$ cat config.mk
export PLATFORM = sky130hd
export DESIGN_NAME = ps2_host_tx
export DESIGN_NICKNAME = d
export VERILOG_FILES = /design/src/rtl/ps2_host_tx.sv
export SDC_FILE = /design/constraint.sdc
export NUM_CORES = 1
export LEC_CHECK = 0
export ABC_AREA = 1
export ABC_CLOCK_PERIOD_IN_PS = 2000
export CORE_UTILIZATION = 60
export DETAILED_ROUTE_END_ITERATION = 12
export GPL_ROUTABILITY_DRIVEN = 0
export PLACE_DENSITY = 0.79
export SETUP_SLACK_MARGIN = 0.2
export SLEW_MARGIN = 20
export SYNTH_ARGS = -nofsm -noshare
export SYNTH_HDL_FRONTEND = slang
export SYNTH_SLANG_ARGS = --single-unit
$ cat constraint.sdc
create_clock -name clock -period 2 [get_ports clock]
set_input_delay 0.4 -clock clock [delete_from_list [all_inputs] [get_ports clock]]
set_output_delay 0.4 -clock clock [all_outputs]
set_load 0.01 [all_outputs]
$ cat src/rtl/ps2_host_tx.sv
// ps2_host_tx: sends one command byte from the host to a PS/2 device.
// The module drives the open-drain clock and data lines through separate
// pull-low enables. The top level combines these enables with the pins.
module ps2_host_tx #(
  parameter int INH = 3200,
  parameter int TMO = 480000
) (
  input  logic       clock,
  input  logic       reset,
  input  logic       strb,
  input  logic [7:0] data,
  output logic       busy,
  output logic       done,
  output logic       err,
  input  logic       ckI,
  input  logic       dqI,
  output logic       ckOe,
  output logic       dqOe
);

  localparam int IW = (INH > 1) ? $clog2(INH) : 1;
  localparam int TW = (TMO > 1) ? $clog2(TMO) : 1;

  typedef enum logic [2:0] {
    IDLE,
    INHIBIT,
    RTS,
    SEND,
    ACK,
    WAITUP
  } state_t;

  // Pin conditioning: synchronizer flops, sample history and filtered levels
  logic [1:0] ckSync_q, dqSync_q;
  logic [2:0] ckHist_q, dqHist_q;
  logic       ckFilt_q, dqFilt_q;
  logic       fall_q;

  // Each window holds the newest synchronized sample plus the three before it
  logic [3:0] ckWin_d, dqWin_d;
  assign ckWin_d = {ckHist_q, ckSync_q[1]};
  assign dqWin_d = {dqHist_q, dqSync_q[1]};

  // Transfer state
  state_t      state_q;
  logic [IW-1:0] inhCnt_q;
  logic [TW-1:0] tmoCnt_q;
  logic [3:0]  bitCnt_q;
  logic [9:0]  shift_q;
  logic        busy_q, done_q, err_q, ckOe_q, dqOe_q;

  logic tmoHit_d;
  logic par_d;
  assign tmoHit_d = (tmoCnt_q == TW'(TMO - 1));
  assign par_d    = ~^data;

  // Synchronize both pins. A filtered level changes only after four equal samples in a row.
  always_ff @(posedge clock) begin
    if (reset) begin
      ckSync_q <= 2'b11;
      dqSync_q <= 2'b11;
      ckHist_q <= 3'b111;
      dqHist_q <= 3'b111;
      ckFilt_q <= 1'b1;
      dqFilt_q <= 1'b1;
      fall_q   <= 1'b0;
    end else begin
      ckSync_q <= {ckSync_q[0], ckI};
      dqSync_q <= {dqSync_q[0], dqI};
      ckHist_q <= ckWin_d[2:0];
      dqHist_q <= dqWin_d[2:0];
      if (ckWin_d == 4'b0000) begin
        ckFilt_q <= 1'b0;
      end else if (ckWin_d == 4'b1111) begin
        ckFilt_q <= 1'b1;
      end
      if (dqWin_d == 4'b0000) begin
        dqFilt_q <= 1'b0;
      end else if (dqWin_d == 4'b1111) begin
        dqFilt_q <= 1'b1;
      end
      fall_q <= ckFilt_q && (ckWin_d == 4'b0000);
    end
  end

  // Frame sequencer: inhibit, request-to-send, ten data/parity/stop bits, ack, then line release
  always_ff @(posedge clock) begin
    if (reset) begin
      state_q  <= IDLE;
      inhCnt_q <= '0;
      tmoCnt_q <= '0;
      bitCnt_q <= 4'd0;
      shift_q  <= '0;
      busy_q   <= 1'b0;
      done_q   <= 1'b0;
      err_q    <= 1'b0;
      ckOe_q   <= 1'b0;
      dqOe_q   <= 1'b0;
    end else begin
      done_q <= 1'b0;
      err_q  <= 1'b0;
      case (state_q)
        IDLE: begin
          ckOe_q <= 1'b0;
          dqOe_q <= 1'b0;
          if (strb && !done_q && !err_q) begin
            shift_q  <= {1'b1, par_d, data};
            busy_q   <= 1'b1;
            ckOe_q   <= 1'b1;
            inhCnt_q <= '0;
            state_q  <= INHIBIT;
          end
        end
        INHIBIT: begin
          if (inhCnt_q == IW'(INH - 1)) begin
            ckOe_q   <= 1'b0;
            dqOe_q   <= 1'b1;
            bitCnt_q <= 4'd0;
            tmoCnt_q <= '0;
            state_q  <= RTS;
          end else begin
            inhCnt_q <= inhCnt_q + IW'(1);
          end
        end
        default: begin
          if (tmoHit_d) begin
            ckOe_q  <= 1'b0;
            dqOe_q  <= 1'b0;
            err_q   <= 1'b1;
            busy_q  <= 1'b0;
            state_q <= IDLE;
          end else begin
            tmoCnt_q <= tmoCnt_q + TW'(1);
            case (state_q)
              RTS: begin
                bitCnt_q <= 4'd0;
                state_q  <= SEND;
              end
              SEND: begin
                if (fall_q) begin
                  dqOe_q   <= ~shift_q[0];
                  shift_q  <= {1'b1, shift_q[9:1]};
                  bitCnt_q <= bitCnt_q + 4'd1;
                  if (bitCnt_q == 4'd9) begin
                    state_q <= ACK;
                  end
                end
              end
              ACK: begin
                if (fall_q) begin
                  if (!dqFilt_q) begin
                    state_q <= WAITUP;
                  end else begin
                    err_q   <= 1'b1;
                    busy_q  <= 1'b0;
                    ckOe_q  <= 1'b0;
                    dqOe_q  <= 1'b0;
                    state_q <= IDLE;
                  end
                end
              end
              WAITUP: begin
                if (ckFilt_q && dqFilt_q) begin
                  done_q  <= 1'b1;
                  busy_q  <= 1'b0;
                  state_q <= IDLE;
                end
              end
              default: begin
                state_q <= IDLE;
              end
            endcase
          end
        end
      endcase
    end
  end

  assign busy = busy_q;
  assign done = done_q;
  assign err  = err_q;
  assign ckOe = ckOe_q;
  assign dqOe = dqOe_q;

endmodule
==> reports/metrics.yaml <==
global_routing:
  grt_first_pass_wirelength_mm: 14.23
  grt_antenna_before_repair: 0
  grt_start_max_net_pins: 27
  grt_use_total_pct: 28.29
  grt_pass1_vias: 3283
  grt-ovfl-total: 0
floorplan:
  die_width_um: 80.41
  fp.coreArea_um2: 5921
  start_util_pct: 62.30
  rows: 28
  fp.dieH_um: 80.41
  pin_count: 18
  die_area_um2: 6465
logic_synthesis:
  synth_edf_count: 0
  syn_area_per_cell_um2: 6.818
  yosysMostFrequentCell: "nand2_1"
  ys_types: 41
  yosys_warnings: 0
  synth_area_um2: 3689
  yosysTopAreaCell: "dfxtp_1"
  synth_top_cells_by_count: "nand2_1, nor2_1, dfxtp_1"
  ys_seq_area_share_pct: 35.82
  synth-seq-cells: 66
  async_flop_share_pct: 0
  synthFlopType: "dfxtp_1"
  synth_area_leaders: "dfxtp_1, nand2_1, nor2_1"
  synthCells: 541
  syn_nets: 558
  synth_top_area_share_pct: 35.82
final_layout:
  num-nets-final: 599
  drive_gt1_share_pct: 18.23
  post-route-util_pct: 73.54
  finalInstanceArea_um2: 4354
  area_growth_pct: 18.05
  multi_input_area_um2: 2120
  instances_no_fill: 662
  n_antenna_cell: 0
  n_fill_cell: 468
  seq_area_um2: 1331
placed_design:
  preCtsSetupSlack_ps: -194.2
  place_hpwl_mm: 6.024
  placed_cells: 641
  portBuffers: 17
  dpl-instance-area_um2: 4010
drt:
  drc: 0
  viasPerCell: 5.388
  wl_per_cell_um: 13.38
  first_pass_iters: 4
  routed_wl_mm: 8.856
  detail-route-antenna-nets: 0
  first_iter_violations: 225
  num_vias: 3567
cts:
  cts.sinks: 66
  tritoncts: "yes"
  cts_buffers: 9
  hold_buffers: 0
  cts_buffer_depth: 2
  clkLatencyLatePin_ps: 350
  clk_pin_slew_ps: 80
  h-tree-depth: 3
  cts-root-buf: "clkbuf_8"
sta:
  final-hold-violation-count: 0
  fin_skew_ps: 11.06
  final_max_slew_viol_count: 0
  fin_crit_ps: 1689
  slew_headroom_pct: 69.49
  fin_hold_ws_ps: 419.7
  finalCritPeriodShare_pct: 84.47
  setup_viol: 0
  setup-tns-final_ps: 0
  clock.fmax_mhz: 592.0
  fin_ws_ps: 310.7
  tightest_slew_ps: 453.5
  grt_setup_unrepaired: "yes"
critical_path:
  cp-startpoint: "tmoCnt_q[8]"
  crit_required_ps: 2250
  crit_fanout: 10
  worstSetupStartpointType: "register"
  worstReg2RegStart: "tmoCnt_q[8]"
  cp-end-kind: "register"
  arrival_ps: 1940
  crit_type: "reg -> reg"
power_and_ir_drop:
  power_leakage_nw: 1.798
  max-vdd-ir-drop_mv: 0.7372
  power_density_nw_per_um2: 1122
  finalPower_mw: 4.886
run_status:
  status: "finished clean"
run:
  maxCapViolations: 0
min_path:
  hold_path_class: "reg -> reg"
  worstHoldStart: "dqSync_q[0]"
-- final cells by class --
class	count	area share, %
clock inverter	6	2.040
clock buffer	10	3.161
timing repair buffer	43	8.391
multi-input combinational	407	48.68
inverter	55	5.000
sequential	66	30.57
tap	75	2.155
-- kinds of logic after synthesis --
family,share of synthesized area [%]
xor gates and xnor gates,3.562
AOI/OAI and AO/OA,10.69
buffers and inverters,8.650
and+or+nand+nor,39.93
DFF,35.82
adders and majority gates,1.357
-- final timing paths --
path	slack [ps]	to	cells past startpoint
worst max-delay path	310	shift_q[7]	9
worst min-delay path	420	dqSync_q[1]	1
worst max register to register	310	shift_q[7]	9
worst min register to register	420	dqSync_q[1]	1
-- timing repair --
item / in CTS / in global routing
buffers inserted: 3 / 1
gates cloned: 0 / 1
pin swaps: 1 / 5
endpoints found under the setup margin: 38 / 42
gates resized for setup: 3 / 24
-- power breakdown --
part	leakage, nW	total (mW)	internal, mW	switching, mW
Clock	0.109	1.29	0.738	0.548
Sequential	0.541	1.60	1.48	0.116
Combinational	1.15	2.00	0.721	1.28
-- sequential cells by signal, indices dropped and copies added, names as in the netlist --
register	count
shift_q	10
dqFilt_q	1
done	1
fall_q	1
ckSync_q	2
ckFilt_q	1
dqSync_q	2
state_q	3
err	1
tmoCnt_q	19
busy	1
dqHist_q	3
ckOe	1
inhCnt_q	12
ckHist_q	3
dqOe	1
bitCnt_q	4
-- metal layers --
layer / part of all wire, % / global-route usage (%) / up-vias
met3: 4.3 / 3.864 / 17
met1: 44 / 34.55 / 1633
met5: 0 / 0 / -
li1: - / - / 1820
met4: 2.0 / 13.75 / 0
met2: 50 / 48.47 / 97
-- layout by cell type (no fill, tap or decap), types with 4 or more instances in the layout --
master / count
buf_4: 26
nor3_1: 6
or2_2: 8
a21oi_2: 8
nand3_1: 33
dfxtp_1: 58
xor2_1: 10
o21ai_1: 4
clkbuf_8: 10
nand2_2: 15
dfxtp_2: 8
nand2_1: 124
nand4_1: 16
a21oi_1: 28
nand3b_1: 4
inv_1: 50
nor2_2: 5
nor2_1: 86
clkdlybuf4s50_1: 17
xnor2_1: 5
o21ai_0: 22
-- critical path: stages, from the launching register on --
cell	delay (ps)
dfxtp_2	380
nor2_1	150
nand2_1	80
nor2_2	160
nand3_4	160
nand3_1	100
nand2_1	110
buf_4	190
o21ai_0	170
nor2_1	60
(Power assumes the default switching activity.)
